===== src/rtl/noc_ctrl_pkg.sv =====
// Shared definitions for the NoC traffic run controller.
// Holds the phase encodings driven on traffic_phase_ctrl.phase so that
// monitors and the controller decode the same values.
package noc_ctrl_pkg;

  localparam int PHASE_W = 3;

  typedef enum logic [PHASE_W-1:0] {
    PH_IDLE = 3'd0,
    PH_RST  = 3'd1,
    PH_SEND = 3'd2,
    PH_COOL = 3'd3,
    PH_DONE = 3'd4
  } phase_e;

endpackage


===== src/rtl/phase_timer.sv =====
// Loadable phase timer.
// A down-counter (rem) measures the remaining cycles of the current phase,
// and an up-counter (count) reports cycles elapsed since the last load.
//   clk, reset   : clock, async active-low reset
//   load         : restart the phase; rem <= load_val, count <= 0
//   load_val     : phase length minus one
//   count        : cycles elapsed in the phase (registered)
//   count_nxt    : value count takes on the next edge
//   expire       : current cycle is the last cycle of the phase
module phase_timer #(
  parameter int CNT_W = 16
) (
  input  logic             clk,
  input  logic             reset,
  input  logic             load,
  input  logic [CNT_W-1:0] load_val,
  output logic [CNT_W-1:0] count,
  output logic [CNT_W-1:0] count_nxt,
  output logic             expire
);

  logic [CNT_W-1:0] rem_q, rem_d;
  logic [CNT_W-1:0] cnt_q, cnt_d;

  always_comb begin
    rem_d = rem_q;
    cnt_d = cnt_q;
    if (load) begin
      rem_d = load_val;
      cnt_d = '0;
    end else if (rem_q != '0) begin
      // Both counters freeze at terminal count, so count never wraps.
      rem_d = rem_q - 1'b1;
      cnt_d = cnt_q + 1'b1;
    end
  end

  always_ff @(posedge clk or negedge reset) begin
    if (!reset) begin
      rem_q <= '0;
      cnt_q <= '0;
    end else begin
      rem_q <= rem_d;
      cnt_q <= cnt_d;
    end
  end

  assign count     = cnt_q;
  assign count_nxt = cnt_d;
  assign expire    = (rem_q == '0);

endmodule


===== src/rtl/traffic_phase_ctrl.sv =====
// Run controller for one NoC traffic experiment:
// network reset hold -> injection window -> cooldown -> completion.
//
//   state | meaning
//   IDLE  | waiting for start, network held in reset
//   RST   | network reset held for RESET_CYCLES
//   SEND  | injection window, SIM_CYCLES, node i enabled from cycle i*STAGGER
//   COOL  | cooldown, COOLDOWN_CYCLES, abort ignored, drained captured at end
//   DONE  | run complete, waiting for restart or abort
//
// Ports: clk, reset (async active-low), start, abort, net_idle in;
// net_reset, send, node_send[NUM_NODES], phase[3], done, drained,
// cycle_cnt[CNT_W] out. All outputs are flops.
module traffic_phase_ctrl
  import noc_ctrl_pkg::*;
#(
  parameter int NUM_NODES       = 9,
  parameter int RESET_CYCLES    = 5,
  parameter int SIM_CYCLES      = 2500,
  parameter int COOLDOWN_CYCLES = 1250,
  parameter int STAGGER         = 1,
  parameter int CNT_W           = 16
) (
  input  logic                 clk,
  input  logic                 reset,
  input  logic                 start,
  input  logic                 abort,
  input  logic                 net_idle,
  output logic                 net_reset,
  output logic                 send,
  output logic [NUM_NODES-1:0] node_send,
  output logic [PHASE_W-1:0]   phase,
  output logic                 done,
  output logic                 drained,
  output logic [CNT_W-1:0]     cycle_cnt
);

  phase_e state_q, state_d;

  logic                 net_reset_q, net_reset_d;
  logic                 send_q, send_d;
  logic [NUM_NODES-1:0] node_send_q, node_send_d;
  logic                 done_q, done_d;
  logic                 drained_q, drained_d;

  logic                 tmr_load;
  logic [CNT_W-1:0]     tmr_load_val;
  logic [CNT_W-1:0]     tmr_count;
  logic [CNT_W-1:0]     tmr_count_nxt;
  logic                 tmr_expire;
  logic [31:0]          cnt_ext;

  // State register
  always_ff @(posedge clk or negedge reset) begin
    if (!reset) state_q <= PH_IDLE;
    else        state_q <= state_d;
  end

  // Next-state logic; abort takes priority over start everywhere it applies.
  always_comb begin
    state_d = state_q;
    unique case (state_q)
      PH_IDLE: if (!abort && start) state_d = PH_RST;
      PH_RST: begin
        if (abort)           state_d = PH_IDLE;
        else if (tmr_expire) state_d = PH_SEND;
      end
      PH_SEND: if (abort || tmr_expire) state_d = PH_COOL;
      PH_COOL: if (tmr_expire) state_d = PH_DONE;
      PH_DONE: begin
        if (abort)      state_d = PH_IDLE;
        else if (start) state_d = PH_RST;
      end
      default: state_d = PH_IDLE;
    endcase
  end

  // Reload on every phase change; IDLE/DONE reload every cycle to pin count at 0.
  always_comb begin
    tmr_load     = (state_d != state_q) || (state_d == PH_IDLE) || (state_d == PH_DONE);
    tmr_load_val = '0;
    unique case (state_d)
      PH_RST:  tmr_load_val = CNT_W'(RESET_CYCLES - 1);
      PH_SEND: tmr_load_val = CNT_W'(SIM_CYCLES - 1);
      PH_COOL: tmr_load_val = CNT_W'(COOLDOWN_CYCLES - 1);
      default: tmr_load_val = '0;
    endcase
  end

  phase_timer #(
    .CNT_W (CNT_W)
  ) u_timer (
    .clk       (clk),
    .reset     (reset),
    .load      (tmr_load),
    .load_val  (tmr_load_val),
    .count     (tmr_count),
    .count_nxt (tmr_count_nxt),
    .expire    (tmr_expire)
  );

  // Output logic: decoded from the next state and next count so every
  // output is a flop aligned with phase and cycle_cnt.
  always_comb begin
    cnt_ext     = 32'(tmr_count_nxt);
    net_reset_d = (state_d == PH_IDLE) || (state_d == PH_RST);
    send_d      = (state_d == PH_SEND);
    done_d      = (state_d == PH_DONE);
    // Nodes whose offset is beyond the window never satisfy the compare,
    // since the count stops at SIM_CYCLES-1.
    for (int i = 0; i < NUM_NODES; i++) begin
      node_send_d[i] = send_d && (cnt_ext >= 32'(i * STAGGER));
    end
    drained_d = drained_q;
    if (state_d == PH_RST)                     drained_d = 1'b0;
    else if (state_q == PH_COOL && tmr_expire) drained_d = net_idle;
  end

  always_ff @(posedge clk or negedge reset) begin
    if (!reset) begin
      net_reset_q <= 1'b1;
      send_q      <= 1'b0;
      node_send_q <= '0;
      done_q      <= 1'b0;
      drained_q   <= 1'b0;
    end else begin
      net_reset_q <= net_reset_d;
      send_q      <= send_d;
      node_send_q <= node_send_d;
      done_q      <= done_d;
      drained_q   <= drained_d;
    end
  end

  assign net_reset = net_reset_q;
  assign send      = send_q;
  assign node_send = node_send_q;
  assign done      = done_q;
  assign drained   = drained_q;
  assign phase     = state_q;
  assign cycle_cnt = tmr_count;

endmodule


===== config.mk =====
export PLATFORM = sky130hd
export DESIGN_NAME = traffic_phase_ctrl
export DESIGN_NICKNAME = d
export VERILOG_FILES = /design/src/rtl/noc_ctrl_pkg.sv /design/src/rtl/phase_timer.sv /design/src/rtl/traffic_phase_ctrl.sv
export SDC_FILE = /design/constraint.sdc
export NUM_CORES = 1
export LEC_CHECK = 0
export ABC_AREA = 1
export CAP_MARGIN = 20
export CORE_MARGIN = 4
export CORE_UTILIZATION = 50
export CTS_CLUSTER_DIAMETER = 60
export CTS_CLUSTER_SIZE = 25
export DETAILED_ROUTE_END_ITERATION = 8
export MAX_ROUTING_LAYER = met4
export PLACE_DENSITY = 0.74
export SLEW_MARGIN = 20
export SYNTH_ARGS = -nofsm -noshare
export SYNTH_HDL_FRONTEND = slang
export SYNTH_SLANG_ARGS = --single-unit
export TNS_END_PERCENT = 5

===== constraint.sdc =====
create_clock -name clk -period 2.75 [get_ports clk]
set_clock_uncertainty 0.1 [all_clocks]
set_input_delay 0.4125 -clock clk [delete_from_list [all_inputs] [get_ports clk]]
set_output_delay 0.4125 -clock clk [all_outputs]
set_load 0.05 [all_outputs]

==> results of run 1 <==
layer usage:
metal | vias to the layer above | share of wire | track usage
li1 | 1249 | - | -
met1 | 1177 | 0.45 | 0.272
met5 | - | 0 | -
met3 | 11 | 0.040 | 0.0271
met2 | 55 | 0.50 | 0.353
met4 | 0 | 0.016 | 0.0752
state kept, by name, summed over array words and instances, names as in the netlist:
name           count
net_reset          1
u_timer.count     16
node_send          9
drained            1
u_timer.rem_q     16
phase              3
done               1
cell families (layout without fill, tap and decap cells):
family,count (synthesis),in the layout
compound gates,40,40
buf+inv,53,96
simple gates,208,208
xor+xnor,19,19
flops,47,47
fa+ha+maj,2,2
final timing paths:
| path | depth (start not counted) | startpoint | slack, ps | end |
|---|---|---|---|---|
| hold / removal | 1 | u_timer.rem_q[0]$_DFFE_PN0P_ | 380 | u_timer.rem_q[0]$_DFFE_PN0P_ |
| min in group asynchronous | 2 | reset | 470 | u_timer.count[12]$_DFF_PN0_ |
| setup / recovery | 14 | u_timer.rem_q[0]$_DFFE_PN0P_ | 300 | node_send[7]$_DFF_PN0_ |
| setup reg to reg | 14 | u_timer.rem_q[0]$_DFFE_PN0P_ | 300 | node_send[7]$_DFF_PN0_ |
| hold reg to reg | 1 | u_timer.rem_q[0]$_DFFE_PN0P_ | 380 | u_timer.rem_q[0]$_DFFE_PN0P_ |
| max in group asynchronous | 3 | reset | 1400 | net_reset$_DFF_PN1_ |
through the flow:
stage / std cells / utilization / total power [mW] / hold slack (ps) / area (sq um)
after floorplan: 369 / - / 2.49 / 16.9 / 2780
final: 482 / 0.632 / 3.32 / 384 / 3310
after global routing: 482 / 0.632 / 3.61 / 435 / 3310
after CTS: 482 / 0.631 / 3.32 / 391 / 3310
after detailed placement: 474 / 0.613 / 2.90 / 254 / 3210
after global placement: 474 / 0.613 / 2.85 / 253 / 3210
power by group through the flow:
| stage | combinational [mW] | sequential [mW] | clock (mW) |
|---|---|---|---|
| after global placement | 1.88 | 0.973 | 0 |
| final | 1.94 | 0.964 | 0.417 |
| after global routing | 2.17 | 0.985 | 0.454 |
| after CTS | 1.93 | 0.964 | 0.433 |
| after floorplan | 1.37 | 1.12 | 0 |
| after detailed placement | 1.92 | 0.975 | 0 |
repair_timing:
action                     in CTS  in global routing
hold endpoints to repair       15                  0
hold buffers                    1                  0
setup endpoints to repair       0                  4
resized for setup               0                  1
layout make-up:
class / instances / area (sq um) / area share
clock buffer: 6 / 82.6 / 0.0249
inverter: 47 / 176 / 0.0533
sequential: 47 / 1180 / 0.355
timing repair buffer: 42 / 403 / 0.122
tap: 70 / 87.6 / 0.0264
multi-input combinational: 269 / 1380 / 0.417
clock inverter: 1 / 5.00 / 0.00151
worst register-to-register path: stages, from the launching register on:
cell and delay [ps]:
dfrtp_1 380, inv_1 90, ha_1 250, nand2_4 100, nor2_2 200, nand2_4 160, buf_4 210, nand2_1 60
o21ai_0 120, o211ai_1 210, nand2_1 110, nor2_4 150, nand2_1 90, nand2_2 90, nand2_1 50
layout by cell type, fill, tap and decap left out, drive strengths merged, types with 9 or more instances in the layout:
| cell type | count |
|---|---|
| xor2 | 10 |
| nand3 | 17 |
| xnor2 | 9 |
| nand4 | 9 |
| inv | 46 |
| nor2 | 63 |
| a21oi | 11 |
| dfrtp | 46 |
| clkdlybuf4s50 | 35 |
| nand2 | 109 |
| o21ai | 19 |
==> metrics.csv, run 1 <==
metric,value,unit
run_status,completed,
grt_pass1_vias,2411,
initial_core_util,0.531,
finalMaxSlewViolations,0,
setup_tns,0,ps
port_buffers,36,
cp_common_cell,nand2_1,
arrival,2540,ps
p_int,1.63,mW
vias,2492,
power_switching,1.69,mW
fin_crit_sh,0.892,
critPathMaxStageDelay,380,ps
drc,0,
layout_setup_ws,298,ps
dp_slack,148,ps
clk_pin_slew,80,ps
area_growth,19.1,%
endpoint_kind,flop,
crit_family,simple AND/OR/NAND/NOR gates,
p_sw_frac,0.509,
critPathRequiredTime,2830,ps
nets,419,
rows,26,
synth_area_per_cell,7.53,sq um
die_area,0.00682,sq mm
ys_ff_latch,47,
tightest_slew,512,ps
grt_max_degree,22,
pwr-share-comb,0.584,
drive_above_1_share,0.102,
ys_seq_area_frac,0.423,
synth_compound_area_frac,0.0806,
seq_power_share,0.290,
die_h,82.6,microns
fmax,408,MHz
overflow,0,
crit_type,reg -> reg,
peakVddDrop,623,uV
synth-async-reset-ratio,1.00,
clock_power_share,0.126,
synth_enable_flop_cells,0,
synth_area,0.00278,sq mm
layout_min_cycle_time,2450,ps
relSlewSlack,0.658,
worstPathCellList,"inv_1, ha_1, nand2_4, nor2_2, nand2_4, buf_4, nand2_1, o21ai_0, o211ai_1, nand2_1, nor2_4, nand2_1, nand2_2, nand2_1",
cts_sinks,47,
dr.pass1.iters,4,
cts_buffers,5,
syn_inst,369,
powerDensity,1000,mW/mm^2
diodes,0,
hold_viol,0,
num-fill-cells,482,
dp_hpwl,5050,microns
slowest_stage,dfrtp_1,
yosysTopAreaCell,dfrtp_1,
clk_latency,300,ps
grt_usage,0.214,
routabilityCongestion,0.883,
finalSetupViolCount,0,
cp-start-kind,flop,
cts_max_path_buffers,2,
ys_warn_count,0,
hold_class,reg -> reg,
synth.most_common_cell,nand2_1,
syn_nets,376,
synth-xor-area-share,0.0599,
maxCapViolations,0,
root_buffer,clkbuf_8,
yosysUniqueCellTypes,30,
synth-simple-area-share,0.345,
cts_tree,built,
ys.flop_type,dfrtp_1,
wl_per_cell,13.4,microns
synth.area.top_cells,"dfrtp_1 41%, nand2_1 13%, nor2_1 7.3%",
wirelength,6440,microns
synth-adder-area-share,0.00900,
cts_setup_buffers,0,
cp_num_buf_inv,2,
yosysTopAreaCellShare,0.414,
antenna_left,0,
cts_max_level,2,
grt_pass1_wl,10900,microns
grt_antenna_before_repair,0,
yosys-top-cells-count,"97 x nand2_1, 54 x nor2_1, 46 x dfrtp_1, 44 x inv_1, 15 x nand3_1",
crit_path_max_fanout,19,
viasPerCell,5.17,
coreArea,0.00524,sq mm
synth_top_family_by_area,simple AND/OR/NAND/NOR gates,
rsz0062_at_grt,false,
drt_iter0_drc,119,
synthMuxAreaShare,0,
ios,37,
die_width,82.6,microns
leakage,1.58,nW
No activity file was read; power rests on OpenSTA's default activity.
==> inputs of run 2 (changes only) <==
Settings changed: PLACE_DENSITY 0.74 to 0.73, SKIP_LAST_GASP from default to 1.
==> run 2 against run 1 <==
  * Combinational power about the same
  * Fmax decreased by 1.0%
  * Worst setup slack got worse by 25 ps
  * Sequential power increased by 0.9%
  * First-iteration DRC count increased by 29%
  * Utilization decreased by 0.17 points
  * Critical path type unchanged
  * Critical endpoint unchanged
  * Largest cell class unchanged
==> metrics.csv, run 2 (same netlist as run 1, synthesis figures left out) <==
metric,value,unit
run_status,completed,
tightest_slew,515,ps
grt_pass1_vias,2368,
routabilityCongestion,0.892,
grt_pass1_wl,11000,microns
cp-start-kind,flop,
dp_slack,221,ps
setup_tns,0,ps
crit_path_max_fanout,11,
cts_max_level,2,
total_power,3.33,mW
powerDensity,1010,mW/mm^2
cts_max_path_buffers,2,
grt_antenna_before_repair,0,
finalMaxSlewViolations,0,
arrival,2570,ps
hold_depth,1,
drt_iter0_drc,154,
hold-path-endpoint,u_timer.rem_q[0]$_DFFE_PN0P_,
drive_above_1_share,0.104,
ios,37,
clk_pin_slew,80,ps
cts_buffers,5,
antenna_left,0,
initial_core_util,0.531,
diodes,0,
final_common_cell,nand2_1,
die_area,0.00682,sq mm
reg2reg_depth,14,
port_buffers,36,
rows,26,
r2r-end,node_send[7]$_DFF_PN0_,
cts_setup_buffers,0,
dr.pass1.iters,4,
dp_hpwl,5000,microns
root_buffer,clkbuf_8,
peakVddDrop,555,uV
layout_setup_ws,272,ps
fmax,404,MHz
grt_max_degree,33,
crit_type,reg -> reg,
die_width,82.6,microns
area_growth,18.8,%
r2r_start,u_timer.rem_q[0]$_DFFE_PN0P_,
layout_min_cycle_time,2480,ps
most-common-layout-cells,"97 x nand2_1, 53 x nor2_1, 46 x dfrtp_1",
critPathRequiredTime,2840,ps
maxCapViolations,0,
hp-start,u_timer.rem_q[0]$_DFFE_PN0P_,
die_h,82.6,microns
cts_sinks,47,
clk_latency,300,ps
wirelength,6510,microns
hold_viol,0,
drc,0,
overflow,0,
hold-worst-slack,384,ps
rsz0062_at_grt,false,
grt_usage,0.215,
vias,2490,
endpoint_kind,flop,
wl_per_cell,13.5,microns
hold_class,reg -> reg,
finalSetupViolCount,0,
fin_crit_sh,0.901,
coreArea,0.00524,sq mm
leakage,1.58,nW
relSlewSlack,0.656,
cts_tree,built,
ff2ff_setup_slack,270,ps
nets,418,
viasPerCell,5.17,
[run 2: cell count changes in the layout (fill, tap and decap cells not counted), sizes merged]
cell and change:
clkbuf -1, clkinv +2, buf -1
[run 2: area by class of cell]
type | count | area (sq um)
clock inverter | 3 | 15.0
clock buffer | 5 | 68.8
fill | 475 | 1930
inverter | 47 | 176
multi-input combinational | 269 | 1380
sequential | 47 | 1180
tap | 70 | 87.6
timing repair buffer | 41 | 395
[run 2: how the worst max path moves through the flow]
| stage | end | from | depth (start not counted) | slack [ps] |
|---|---|---|---|---|
| after floorplan | node_send[5]$_DFF_PN0_ | u_timer.count[0]$_DFF_PN0_ | 13 | 340 |
| final | node_send[7]$_DFF_PN0_ | u_timer.rem_q[0]$_DFFE_PN0P_ | 14 | 270 |
| after detailed placement | node_send[7]$_DFF_PN0_ | abort | 14 | 220 |
| after CTS | node_send[7]$_DFF_PN0_ | u_timer.rem_q[0]$_DFFE_PN0P_ | 14 | 210 |
| after global routing | node_send[7]$_DFF_PN0_ | u_timer.rem_q[0]$_DFFE_PN0P_ | 14 | 10 |
| after global placement | node_send[5]$_DFF_PN0_ | u_timer.rem_q[0]$_DFFE_PN0P_ | 14 | 270 |
[run 2: power by group]
group          switching [mW]  internal (mW)
Combinational            1.33          0.616
Sequential              0.144          0.830
Clock                   0.234          0.174
[run 2: stage by stage]
stage | instance area (sq um) | util | std cells
after global routing | 3300 | 0.631 | 482
after global placement | 3200 | 0.611 | 473
final | 3300 | 0.631 | 482
after detailed placement | 3200 | 0.611 | 473
after CTS | 3300 | 0.629 | 482
after floorplan | 2780 | - | 369
[run 2: critical path: stages, from the launching register on]
cell	delay, ps
dfrtp_1	390
inv_1	90
ha_1	240
nand2_4	110
nor2_2	190
nand2_4	140
buf_4	200
nand2_1	60
o21ai_0	150
o211ai_1	210
nand2_1	110
nor2_4	130
nand2_1	80
nand2_2	90
nand2_1	60
[run 2: repair_timing]
item | CTS | global route
resized for setup | 0 | 2
hold endpoints to repair | 15 | 0
endpoints found under the setup margin | 0 | 4
hold buffers | 1 | 0
[run 2: routing by layer]
metal,vias to the layer above,part of all wire,GRT usage
met5,-,0,-
met4,0,0.012,0.0588
met1,1146,0.47,0.297
met2,81,0.46,0.332
met3,11,0.065,0.0315
li1,1252,-,-
==> inputs of run 3 (changes only) <==
Settings changed: TNS_END_PERCENT 5 to default.
==> results of run 3 <==
Same layout as run 2: the final DEF is identical, and so are final timing and power.
